[src/rtl/id_ex_hazard_reg.sv]
// ID/EX pipeline register with load-use hazard detection, bubble insertion,
// flush, EX-busy freeze and a saturating stall-cycle counter.
module id_ex_hazard_reg #(
  parameter int DW    = 32,
  parameter int RW    = 5,
  parameter int CNT_W = 16
) (
  input  logic             clk,
  input  logic             rst,
  input  logic             id_valid,
  input  logic [RW-1:0]    id_rs,
  input  logic [RW-1:0]    id_rt,
  input  logic [RW-1:0]    id_rd,
  input  logic [DW-1:0]    id_rs_data,
  input  logic [DW-1:0]    id_rt_data,
  input  logic [DW-1:0]    id_imm,
  input  logic [1:0]       id_WB,
  input  logic [1:0]       id_M,
  input  logic [3:0]       id_EX,
  input  logic             flush,
  input  logic             ex_busy,
  output logic             ex_valid,
  output logic [RW-1:0]    ex_rs,
  output logic [RW-1:0]    ex_rt,
  output logic [RW-1:0]    ex_rd,
  output logic [DW-1:0]    ex_rs_data,
  output logic [DW-1:0]    ex_rt_data,
  output logic [DW-1:0]    ex_imm,
  output logic [1:0]       ex_WB,
  output logic [1:0]       ex_M,
  output logic [3:0]       ex_EX,
  output logic             pc_write,
  output logic             ifid_write,
  output logic [CNT_W-1:0] stall_cnt
);

  typedef enum logic [1:0] {RUN, HOLD, LU_BUB} state_t;

  state_t state;
  logic   lu;
  logic   stall;
  logic   bubble;

  // A load in EX whose destination feeds the decode instruction; $0 is exempt.
  // Masked in LU_BUB so one load-use pair can never produce two bubbles.
  assign lu = (state != LU_BUB) & ex_valid & ex_M[1] & (ex_rt != '0) & id_valid &
              ((ex_rt == id_rs) | (ex_rt == id_rt));

  assign stall      = ~rst & ~flush & (ex_busy | lu);
  assign bubble     = flush | (~ex_busy & lu);
  assign pc_write   = ~stall;
  assign ifid_write = ~stall;

  always_ff @(posedge clk) begin
    if (rst || bubble) begin
      ex_valid   <= 1'b0;
      ex_rs      <= '0;
      ex_rt      <= '0;
      ex_rd      <= '0;
      ex_rs_data <= '0;
      ex_rt_data <= '0;
      ex_imm     <= '0;
      ex_WB      <= '0;
      ex_M       <= '0;
      ex_EX      <= '0;
    end else if (!ex_busy) begin
      ex_valid   <= id_valid;
      ex_rs      <= id_rs;
      ex_rt      <= id_rt;
      ex_rd      <= id_rd;
      ex_rs_data <= id_rs_data;
      ex_rt_data <= id_rt_data;
      ex_imm     <= id_imm;
      ex_WB      <= id_WB;
      ex_M       <= id_M;
      ex_EX      <= id_EX;
    end
  end

  always_ff @(posedge clk) begin
    if (rst || flush) begin
      state <= RUN;
    end else begin
      case (state)
        RUN:     state <= ex_busy ? HOLD : (lu ? LU_BUB : RUN);
        HOLD:    state <= ex_busy ? HOLD : (lu ? LU_BUB : RUN);
        LU_BUB:  state <= ex_busy ? HOLD : RUN;
        default: state <= RUN;
      endcase
    end
  end

  always_ff @(posedge clk) begin
    if (rst) begin
      stall_cnt <= '0;
    end else if (stall && (stall_cnt != '1)) begin
      stall_cnt <= stall_cnt + 1'b1;
    end
  end

endmodule

[config.mk]
export PLATFORM = sky130hd
export DESIGN_NAME = id_ex_hazard_reg
export DESIGN_NICKNAME = d
export VERILOG_FILES = /design/src/rtl/id_ex_hazard_reg.sv
export SDC_FILE = /design/constraint.sdc
export NUM_CORES = 1
export LEC_CHECK = 0
export BUFFER_PORTS_ARGS = -buffer_cell sky130_fd_sc_hd__buf_4
export CORE_AREA = 2 2 126 128
export CTS_BUF_LIST = sky130_fd_sc_hd__clkbuf_16
export CTS_CLUSTER_DIAMETER = 60
export DETAILED_ROUTE_END_ITERATION = 16
export DIE_AREA = 0 0 128 130
export GPL_TIMING_DRIVEN = 0
export PLACE_DENSITY = 0.6
export SYNTH_ARGS = -nofsm -noshare
export SYNTH_HDL_FRONTEND = slang
export SYNTH_SLANG_ARGS = --single-unit
[constraint.sdc]
create_clock -name clk -period 3.4 [get_ports clk]
set_input_delay 0.68 -clock clk [delete_from_list [all_inputs] [get_ports clk]]
set_output_delay 0.68 -clock clk [all_outputs]
set_load 0.02 [all_outputs]
==> results of run 1 <==
sequential cells by signal, summed over array words and instances, names as in the netlist:
register	count
ex_imm	32
ex_rt	5
ex_rt_data	32
ex_WB	2
ex_EX	4
ex_rd	5
ex_rs_data	32
state	2
stall_cnt	16
ex_valid	1
ex_rs	5
ex_M	2
final timing paths:
check                                             end  depth (start not counted)
worst max-delay path                         pc_write                          7
worst max register to register  ex_EX[2]$_SDFFE_PP0N_                          8
worst min-delay path              state[0]$_SDFF_PP0_                          1
worst min register to register    state[0]$_SDFF_PP0_                          1
cells by family (layout without fill, tap and decap cells):
kind of cell / Yosys count / in the layout
mux: 124 / 124
simple gates: 181 / 181
buf+inv: 35 / 327
flops: 138 / 138
fa+ha+maj: 1 / 1
xor+xnor: 11 / 11
compound gates: 28 / 28
placed cells by master (no fill, tap or decap), drive strengths merged:
| cell | instances |
|---|---|
| buf | 277 |
| dfxtp | 138 |
| nor2 | 126 |
| mux2i | 122 |
| clkbuf | 33 |
| nand2 | 13 |
| a21oi | 13 |
| xnor2 | 10 |
| nand3 | 7 |
| o21ai | 7 |
| or3 | 7 |
| clkinv | 7 |
| nand4 | 6 |
| nor4 | 5 |
| nor2b | 4 |
| inv | 4 |
| nor3 | 4 |
| o31ai | 3 |
| or4 | 3 |
| bufinv | 3 |
| clkinvlp | 3 |
| or2 | 2 |
| mux2 | 2 |
| nor4b | 2 |
| o22ai | 1 |
| a211oi | 1 |
| a21o | 1 |
| and2 | 1 |
| o211ai | 1 |
| a311oi | 1 |
| nand2b | 1 |
| xor2 | 1 |
| ha | 1 |
where the power goes:
group | leakage [nW] | switching, mW | internal [mW]
registers | 1.12 | 0.0305 | 1.67
logic | 2.45 | 0.219 | 0.238
clock network | 0.278 | 0.678 | 1.14
through the flow:
step	cells	instance area [um2]	total power [mW]	worst slack, ns
after floorplan	518	5280	1.959	1.041
final	1002	8055	3.970	0.6145
after global placement	970	7472	2.183	0.6685
after detailed placement	970	7472	2.193	0.6509
after CTS	1002	8055	4.018	0.6023
after global routing	1002	8055	4.127	0.4876
final cells by class:
| type | count | area share (%) |
|---|---|---|
| flip-flops and latches | 138 | 34.30 |
| multi-input cells | 345 | 29.19 |
| repair buffers | 260 | 24.23 |
| clock buffers | 17 | 5.281 |
| well taps | 192 | 2.982 |
| plain buffers | 33 | 1.973 |
| clock inverters | 15 | 1.957 |
| inverters | 2 | 0.09320 |
routing by layer:
layer	vias up	global-route usage, %
met4	0	6.981
met3	15	7.134
met1	2190	20.26
li1	2317	-
met5	-	0
met2	172	30.80
==> results.md, run 1 <==
### Outcome
• finished clean — run status

### Yosys
• 643 — syn nets
• 138 — flip-flop and latch count after synthesis
• 23.55% — proportion of synthesized area in mux cells
• 3.246% — compound-cell area share of the yosys netlist
• 10.19 um2 — Mean Syn Cell Area
• 52.32% — post-synth top area share
• 0 — number of enable-type register cells in the synthesized netlist
• 0% — ys async rst share
• 5280 um2 — Netlist Area Pre-Place
• dfxtp_1 52%, mux2i_1 23%, nor2_1 9.0%, xnor2_1 1.7%, a21oi_1 1.2% — synth top area cells
• 15.66% — fraction of the mapped netlist area in simple logic gates
• multiplexers — largest family of logic cells by synthesized area
• 1.825% — xor/xnor cell area share of the yosys netlist
• dfxtp_1 — top_reg_cell synth
• 518 — synthesized netlist cell count
• 52.32% — sequential cell area fraction in the yosys report
• 38 — count of different cell masters after synthesis
• dfxtp_1 — cell taking the most area after synthesis
• 0 — count of yosys warnings during synthesis
• 138 x dfxtp_1, 126 x nor2_1, 122 x mux2i_1 — Post-synth top cells
• dfxtp_1 — cell with the most instances after synthesis
• 0.2370% — adder and majority gate portion of the synthesized area

### Worst hold path
• state[0]$_SDFF_PP0_ — start point of the worst hold path
• flip-flop to flip-flop — Hold WC Path Type

### Timing
• false — unrepaired setup endpoints after global routing
• 0 — Slew Viols, Final
• 0.3590 GHz — fmax
• 0 — number of setup violations in the final report
• 2.785 ns — shortest period the worst path allows
• 0 ns — setup_tns
• 81.93% — ratio of final minimum period to clock period
• 0.4302 ns — smallest hold slack
• 0.005983 ns — post-route clock skew
• 0.7828 ns — actual transition at the worst max-transition pin
• 0 — Final Hold Fails
• 47.81% — worst slew slack as a fraction of its limit

### Critical path
• dfxtp_1 — slowest cell on the critical path
• 2 — count of buffer and inverter cells on the critical path
• xnor2_1 > nand3_1 > o22ai_1 > a21o_2 > nand2_1 > buf_4 > buf_4 — crit path cell chain
• ex_rt[4]$_SDFFE_PP0N_ — worst reg2reg startpoint
• buf_4 — most frequent CP cell
• 2.11 ns — arrival time at the worst endpoint
• flip-flop — category of the worst setup path launch point
• 0.36 ns — maximum single-stage delay on the critical path
• 5 — highest net fanout along the worst path
• flip-flop to output port — kind of critical path
• compound AO/OA/AOI/OAI gates — kind of cell adding the most delay to the critical path
• 1.20 ns — register-to-register setup slack
• ex_rt[4]$_SDFFE_PP0N_ — startpoint of the most critical setup path
• 2.72 ns — critical path data required time
• output port — CP Capture Type

### Clock tree
• 0 — CTS resizes
• done — CTS tree
• 0 — Setup Buffers After CTS
• 138 — CTS sink cnt
• 17 — number of buffers created by CTS
• 4 — CTS H-tree depth
• 0 — hold bufs inserted after CTS
• 0.41 ns — worst skew pair latency
• 2 — Max Root-Sink Buffers
• 0.05 ns — Clock Pin Slew Worst Setup and Hold Paths
• clkbuf_16 — clock root buffer

### Placement
• 260 — number of buffers added on ports
• 0.7963 — RD Place Congestion
• 11710 um — HPWL Detailed

### Floorplan
• 15420 um2 — Core Footprint
• 130 um — chip height
• 128 um — width of the die
• 46 — floorplan row count
• 34.23% — initial core utilization
• 262 — io pins
• 16640 um2 — die footprint

### Layout
• 2763 um2 — register cell area after layout
• 1407 — number of fill cells
• 52.56% — Area Growth Syn to Fin
• 922 — total number of nets in the final design
• 0 — Ant. Diodes
• 38.27% — share of cells above drive strength 1
• 52.22% — post-layout util
• 2351 um2 — area of combinational cells with multiple inputs

### Detailed routing
• 4.685 — number of vias per cell
• 7364 um — routed wl met2
• met4 — top routing layer used
• 4694 — total vias in the final route
• 15210 um — total wire length after detailed routing
• 15.18 um — wire length per cell
• 6284 um — sum of routed wire segments on met1
• 5 — number of detailed-routing iterations run before antenna repair
• 1349 um — met3 wire len
• 0 — number of nets still failing antenna checks after routing
• 149 — starting DRC count in detailed routing
• 0 — residual DRC count

### GRT
• 4745 — via count of the first global-routing pass
• 0 — number of antenna violations at the first check in global routing
• 17.99% — global-route usage over all layers
• 17 — maximum number of pins on one net before global-route repair
• 0 — Remaining Overflow, GRT
• 23470 um — first-pass GRT wire length

### Pwr
• 0.0002810 V — IR Drop Worst-Case VDD
• 492.9 nW/um2 — ratio of total power to cell area
• 3.847 nW — leakage power

### Flow run
• 0 — Max Cap Violations

Power figures use the tool's default switching activity.
==> run 2: changes to the inputs <==
==> config.mk (replaced) <==
export PLATFORM = sky130hd
export DESIGN_NAME = id_ex_hazard_reg
export DESIGN_NICKNAME = d
export VERILOG_FILES = /design/src/rtl/id_ex_hazard_reg.sv
export SDC_FILE = /design/constraint.sdc
export NUM_CORES = 1
export LEC_CHECK = 0
export ABC_AREA = 1
export BUFFER_PORTS_ARGS = -buffer_cell sky130_fd_sc_hd__buf_4
export CORE_AREA = 2 2 132 134
export CTS_BUF_LIST = sky130_fd_sc_hd__clkbuf_16
export CTS_CLUSTER_DIAMETER = 60
export DETAILED_ROUTE_END_ITERATION = 16
export DIE_AREA = 0 0 134 136
export GPL_TIMING_DRIVEN = 0
export PLACE_DENSITY = 0.59
export SYNTH_ARGS = -nofsm -noshare
export SYNTH_HDL_FRONTEND = slang
export SYNTH_SLANG_ARGS = --single-unit
==> constraint.sdc (replaced) <==
create_clock -name clk -period 2.83 [get_ports clk]
set_input_delay 0.566 -clock clk [delete_from_list [all_inputs] [get_ports clk]]
set_output_delay 0.566 -clock clk [all_outputs]
set_load 0.02 [all_outputs]
==> results.md, run 2 <==
### Outcome
• finished clean — run status

### Yosys
• 0 — number of enable-type register cells in the synthesized netlist, unchanged
• 25 — count of different cell masters after synthesis, -34%
• dfxtp_1 — cell taking the most area after synthesis
• dfxtp_1 — top_reg_cell synth
• 720 — synthesized netlist cell count, +39%
• dfxtp_1 48%, nand2_1 18%, a21oi_2 15%, a21oi_1 3.2%, nor2_1 3.0% — synth top area cells
• 0 — count of yosys warnings during synthesis, unchanged
• 5747 um2 — Netlist Area Pre-Place, +8.8%
• 0% — ys async rst share, unchanged
• 48.07% — post-synth top area share, -4.2 points
• 7.982 um2 — Mean Syn Cell Area, -22%
• 281 x nand2_1, 138 x dfxtp_1, 100 x a21oi_2 — Post-synth top cells
• 845 — syn nets, +31%
• nand2_1 — cell with the most instances after synthesis
• 48.07% — sequential cell area fraction in the yosys report, -4.2 points
• 138 — flip-flop and latch count after synthesis, unchanged

### Timing
• 0.3785 GHz — fmax
• 0.3227 ns — smallest hold slack, -0.1075 ns
• 2.642 ns — shortest period the worst path allows
• 0.1879 ns — final worst setup slack, -0.4266 ns
• false — unrepaired setup endpoints after global routing
• 0 — Slew Viols, Final, unchanged
• 0.006406 ns — post-route clock skew, +0.0004231 ns
• 0 — Final Hold Fails, unchanged
• 62.38% — worst slew slack as a fraction of its limit, +15 points
• 0 — number of setup violations in the final report, unchanged
• 0 ns — setup_tns, unchanged
• 93.36% — ratio of final minimum period to clock period
• 0.5643 ns — actual transition at the worst max-transition pin, -0.2185 ns

### Layout
• 281 x nand2_1, 265 x buf_4, 138 x dfxtp_1 — most frequent cells in the layout
• 50.88% — post-layout util, -1.3 points
• 8587 um2 — final design area excluding fillers, +6.6%
• 1238 — final instance count without filler cells, +24%
• 0 — Ant. Diodes, unchanged
• nand2_1 — leading cell type in the layout, fill and taps excluded
• 42.15% — share of cells above drive strength 1, +3.9 points
• ex_imm: 32 flops, ex_rs_data: 32 flops, ex_rt_data: 32 flops — registers with the highest flip-flop counts
• 49.42% — Area Growth Syn to Fin
• 1125 — total number of nets in the final design, +22%

### Placement
• 261 — number of buffers added on ports, +0.38%
• 0.3851 ns — worst setup slack after placement, -0.2658 ns
• 12490 um — HPWL Detailed, +6.6%
• 7988 um2 — Placed Instance Area, +6.9%
• 0.7778 — RD Place Congestion, -2.3%
• 1206 — cell total after placement, +24%

### Critical path
• 2.26 ns — critical path data required time, -0.46 ns
• dfxtp_1 — slowest cell on the critical path
• 0.45 ns — maximum single-stage delay on the critical path, +0.09 ns
• 10 — highest net fanout along the worst path, +5
• flip-flop — category of the worst setup path launch point
• 5 — count of buffer and inverter cells on the critical path, +3
• 2.08 ns — arrival time at the worst endpoint, -0.03 ns
• inv_2 > nand2_1 > nand2_1 > nor2_1 > nand3_1 > nand2_1 > nand3_1 > nand2_2 > buf_4 > inv_1 > buf_4 > buf_4 — crit path cell chain
• output port — CP Capture Type
• simple AND/OR/NAND/NOR gates — kind of cell adding the most delay to the critical path
• flip-flop to output port — kind of critical path

### Floorplan
• 16880 um2 — Core Footprint, +9.4%
• 136 um — chip height, +4.6%
• 18220 um2 — die footprint, +9.5%
• 48 — floorplan row count, +4.3%
• 134 um — width of the die, +4.7%
• 34.05% — initial core utilization, -0.18 points
• 262 — io pins, unchanged

### Clock tree
• 0 — CTS resizes, unchanged
• 4 — CTS H-tree depth, unchanged
• 0.42 ns — worst skew pair latency, about the same
• done — CTS tree
• 17 — number of buffers created by CTS, unchanged
• 0 — hold bufs inserted after CTS, unchanged
• 0 — Setup Buffers After CTS, unchanged
• clkbuf_16 — clock root buffer
• 2 — Max Root-Sink Buffers, unchanged
• 0.06 ns — Clock Pin Slew Worst Setup and Hold Paths, about the same
• 138 — CTS sink cnt, unchanged

### Pwr
• 570.0 nW/um2 — ratio of total power to cell area, +16%
• 4.894 mW — Tot Pwr, +23%
• 0.0004027 V — IR Drop Worst-Case VDD, +43%
• 3.738 nW — leakage power, -2.8%

### Detailed routing
• 0 — number of nets still failing antenna checks after routing, unchanged
• 17030 um — total wire length after detailed routing, +12%
• 0 — residual DRC count, unchanged
• 4 — number of detailed-routing iterations run before antenna repair, -1
• 192 — starting DRC count in detailed routing, +29%
• 13.75 um — wire length per cell, -9.4%
• 4.464 — number of vias per cell, -4.7%
• 5527 — total vias in the final route, +18%

### GRT
• 18.36% — global-route usage over all layers, +0.37 points
• 17 — maximum number of pins on one net before global-route repair, unchanged
• 0 — number of antenna violations at the first check in global routing, unchanged
• 0 — Remaining Overflow, GRT, unchanged
• 26220 um — first-pass GRT wire length, +12%
• 5070 — via count of the first global-routing pass, +6.8%

### Worst hold path
• input port to flip-flop — Hold WC Path Type

### Flow run
• 0 — Max Cap Violations, unchanged

[run 2: cell families after synthesis]
kind of cell / synth area share, %
xor+xnor: 0.3049
flops: 48.07
simple gates: 25.30
compound gates: 18.46
fa+ha+maj: 0.2177
buf+inv: 7.642
[run 2: worst register-to-register path, delay by kind of cell, from the launching register on]
kind / cells / cell delay [ns]
flip-flops: 1 / 0.35
adder cells (fa/ha/maj): 1 / 0.24
AND/OR/NAND/NOR: 9 / 0.80
buffers and inverters: 2 / 0.22
[run 2: cell type report]
type / instances / area (um2)
Fill cell: 1673 / 8289
Buffer: 45 / 325.3
Clock buffer: 17 / 425.4
Clock inverter: 15 / 173.9
Inverter: 30 / 113.9
Multi-Input combinational cell: 507 / 2545
Timing Repair Buffer: 261 / 1959
Tap cell: 225 / 281.5
Sequential cell: 138 / 2763
[run 2: path summary, 6_finish.rpt]
check	to	from	cells after the start	slack [ns]
max	pc_write	ex_rt[2]$_SDFFE_PP0N_	12	0.19
min	state[1]$_SDFF_PP0_	flush	2	0.32
max reg2reg	stall_cnt[8]$_SDFFE_PP0P_	stall_cnt[0]$_SDFFE_PP0P_	12	1.12
min reg2reg	state[1]$_SDFF_PP0_	state[1]$_SDFF_PP0_	1	0.44
[run 2: per-layer routing]
metal  wire [um]  vias up  track usage, %  part of all wire, %
li1            -     2861               -                    -
met1        7266     2461           22.39                   43
met2        7910      176           28.97                   46
met3        1396       29           7.271                  8.2
met4         454        0           7.447                  2.7
met5           0        -               0                    0
[run 2: report_power, final]
group | internal [mW] | switching [mW] | total, mW
sequential | 2.00 | 0.0337 | 2.03
combinational | 0.272 | 0.314 | 0.586
clock | 1.39 | 0.888 | 2.28
total | 3.66 | 1.24 | 4.89
==> run 3: changes to the inputs <==
--- a/config.mk
+++ b/config.mk
@@ -7,11 +7,11 @@
 export LEC_CHECK = 0
 export ABC_AREA = 1
 export BUFFER_PORTS_ARGS = -buffer_cell sky130_fd_sc_hd__buf_4
-export CORE_AREA = 2 2 132 134
+export CORE_AREA = 4 4 128 142
 export CTS_BUF_LIST = sky130_fd_sc_hd__clkbuf_16
 export CTS_CLUSTER_DIAMETER = 60
 export DETAILED_ROUTE_END_ITERATION = 16
-export DIE_AREA = 0 0 134 136
+export DIE_AREA = 0 0 132 146
 export GPL_TIMING_DRIVEN = 0
 export PLACE_DENSITY = 0.59
 export SYNTH_ARGS = -nofsm -noshare
==> results.md, run 3 (synthesis results as in run 2) <==
### GRT
• 17 — maximum number of pins on one net before global-route repair, unchanged
• 0 — Remaining Overflow, GRT, unchanged
• 0 — number of antenna violations at the first check in global routing, unchanged
• 27720 um — first-pass GRT wire length, +5.7%
• 5374 — via count of the first global-routing pass, +6.0%
• 17.76% — global-route usage over all layers, -0.60 points

### Placement
• 12810 um — HPWL Detailed, +2.6%
• 0.7726 — RD Place Congestion, -0.67%
• 261 — number of buffers added on ports, unchanged
• 0.4006 ns — worst setup slack after placement, +0.01544 ns
• 1189 — cell total after placement, -1.4%

### Pwr
• 1.157 mW — switching power, -6.3%
• 0.0003909 V — IR Drop Worst-Case VDD, -2.9%
• 45.3% — clock share of power, -1.2 points
• 560.3 nW/um2 — ratio of total power to cell area, -1.7%
• 24.19% — sw frac, -1.1 points
• 3.734 nW — leakage power, -0.10%
• 12.2% — share of power burned in combinational logic, +0.2 points
• 3.627 mW — Internal, -0.88%
• 4.784 mW — Tot Pwr, -2.3%
• 42.5% — proportion of power drawn by flip-flops and latches, +1.0 points

### Timing
• 90.45% — ratio of final minimum period to clock period, -2.9 points
• 2.560 ns — shortest period the worst path allows, -0.08230 ns
• false — unrepaired setup endpoints after global routing
• 0.5401 ns — actual transition at the worst max-transition pin, -0.02414 ns
• 0.009392 ns — post-route clock skew, +0.002986 ns
• 0.2703 ns — final worst setup slack, +0.08231 ns
• 0 — number of setup violations in the final report, unchanged
• 0.3907 GHz — fmax, +3.2%
• 0 — Final Hold Fails, unchanged
• 0 — Slew Viols, Final, unchanged
• 0 ns — setup_tns, unchanged
• 63.99% — worst slew slack as a fraction of its limit, +1.6 points

### Critical path
• 1.99 ns — arrival time at the worst endpoint, -0.09 ns
• flip-flop to output port — kind of critical path
• flip-flop — category of the worst setup path launch point
• 13 — worst r2r path cells, +1
• stall_cnt[0]$_SDFFE_PP0P_ — worst reg2reg startpoint
• 10 — highest net fanout along the worst path, unchanged
• stall_cnt[6]$_SDFFE_PP0P_ — end of the worst register-to-register path
• output port — CP Capture Type
• 2.26 ns — critical path data required time, about the same
• 1.11 ns — register-to-register setup slack, about the same

### Floorplan
• 262 — io pins, unchanged
• 16830 um2 — Core Footprint, -0.28%
• 34.15% — initial core utilization, +0.096 points
• 146 um — chip height, +7.4%
• 132 um — width of the die, -1.5%
• 19270 um2 — die footprint, +5.8%
• 50 — floorplan row count, +4.2%

### Layout
• 1709 — number of fill cells, +2.2%
• 1219 — final instance count without filler cells, -1.5%
• 2545 um2 — area of combinational cells with multiple inputs, unchanged
• 281 x nand2_1, 265 x buf_4, 135 x dfxtp_1 — most frequent cells in the layout
• 48.55% — Area Growth Syn to Fin
• 1125 — total number of nets in the final design, unchanged
• 41.74% — share of cells above drive strength 1, -0.41 points
• ex_imm: 32 flops, ex_rs_data: 32 flops, ex_rt_data: 32 flops — registers with the highest flip-flop counts
• 0 — Ant. Diodes, unchanged
• 2766 um2 — register cell area after layout, +0.14%
• nand2_1 — leading cell type in the layout, fill and taps excluded

### Worst hold path
• input port to flip-flop — Hold WC Path Type
• 2 — WHS Path Cells, unchanged
• state[1]$_SDFF_PP0_ — endpoint of the worst hold path
• flush — start point of the worst hold path

### Clock tree
• 0 — hold bufs inserted after CTS, unchanged
• 0 — Setup Buffers After CTS, unchanged
• 2 — Max Root-Sink Buffers, unchanged
• 17 — number of buffers created by CTS, unchanged
• 138 — CTS sink cnt, unchanged
• clkbuf_16 — clock root buffer
• 0.41 ns — worst skew pair latency, about the same
• done — CTS tree
• 0.05 ns — Clock Pin Slew Worst Setup and Hold Paths, about the same
• 4 — CTS H-tree depth, unchanged

### Detailed routing
• 212 — starting DRC count in detailed routing, +10%
• 4.503 — number of vias per cell, +0.86%
• 17190 um — total wire length after detailed routing, +0.95%
• 14.10 um — wire length per cell, +2.5%
• 5489 — total vias in the final route, -0.69%
• 4 — number of detailed-routing iterations run before antenna repair, unchanged
• 0 — residual DRC count, unchanged
• 0 — number of nets still failing antenna checks after routing, unchanged

### Outcome
• finished clean — run status

### Flow run
• 0 — Max Cap Violations, unchanged

==> run 3: layout make-up <==
| class | instances | area share, % |
|---|---|---|
| buffer | 45 | 3.811 |
| clock buffer | 17 | 4.983 |
| clock inverter | 13 | 1.656 |
| inverter | 30 | 1.334 |
| multi-input combinational | 507 | 29.81 |
| sequential | 138 | 32.41 |
| tap | 208 | 3.049 |
| timing repair buffer | 261 | 22.95 |
==> run 3: worst max-delay path, stage by stage, from the launching register on <==
cell,delay (ns)
dfxtp_1,0.44
nand2_1,0.08
inv_1,0.05
nor2_1,0.03
nor2_1,0.08
nand3_1,0.07
nand2_1,0.10
nand3_1,0.08
nand2_2,0.13
buf_4,0.19
inv_1,0.06
buf_4,0.12
buf_4,0.14
==> run 3: power groups by stage <==
stage	combinational [mW]	clock [mW]	sequential, mW
2_1_floorplan	0.240	0	2.14
3_3_place_gp	0.592	0	2.07
3_5_place_dp	0.592	0	2.07
4_1_cts	0.594	2.22	2.03
5_1_grt	0.640	2.32	2.04
6_report	0.585	2.17	2.03
==> run 3: how the worst max path moves through the flow <==
stage                               start       end  slack, ns  cells after the start
floorplan                        id_rt[4]  pc_write       0.73                     11
global placement                 id_rt[4]  pc_write       0.40                     13
detailed placement               id_rt[4]  pc_write       0.40                     13
CTS                 ex_rt[4]$_SDFFE_PP0N_  pc_write       0.14                     12
global route        ex_rt[0]$_SDFFE_PP0N_  pc_write       0.02                     12
finish              ex_rt[0]$_SDFFE_PP0N_  pc_write       0.27                     12
==> run 3: metrics by stage <==
stage | instance area (um2) | util [%] | hold WS, ns
detailed placement | 7966 | 47.34 | 0.4239
finish | 8537 | 50.73 | 0.3253
global route | 8537 | 50.73 | 0.3073
global placement | 7966 | 47.34 | 0.4184
CTS | 8533 | 50.71 | 0.2995
floorplan | 5747 | - | 0.4105
==> run 3: metal layers <==
metal | up-vias | global-route usage, % | share of wire (%)
met5 | - | 0 | 0
met4 | 0 | 6.250 | 1.9
li1 | 2851 | - | -
met2 | 174 | 28.52 | 47
met1 | 2441 | 21.64 | 43
met3 | 23 | 7.019 | 7.6
==> run 3: timing repair <==
| action | CTS | global route |
|---|---|---|
| setup endpoints to repair | 0 | 1 |
| endpoints found under the hold margin | 0 | 0 |
| gates resized for setup | 0 | 3 |
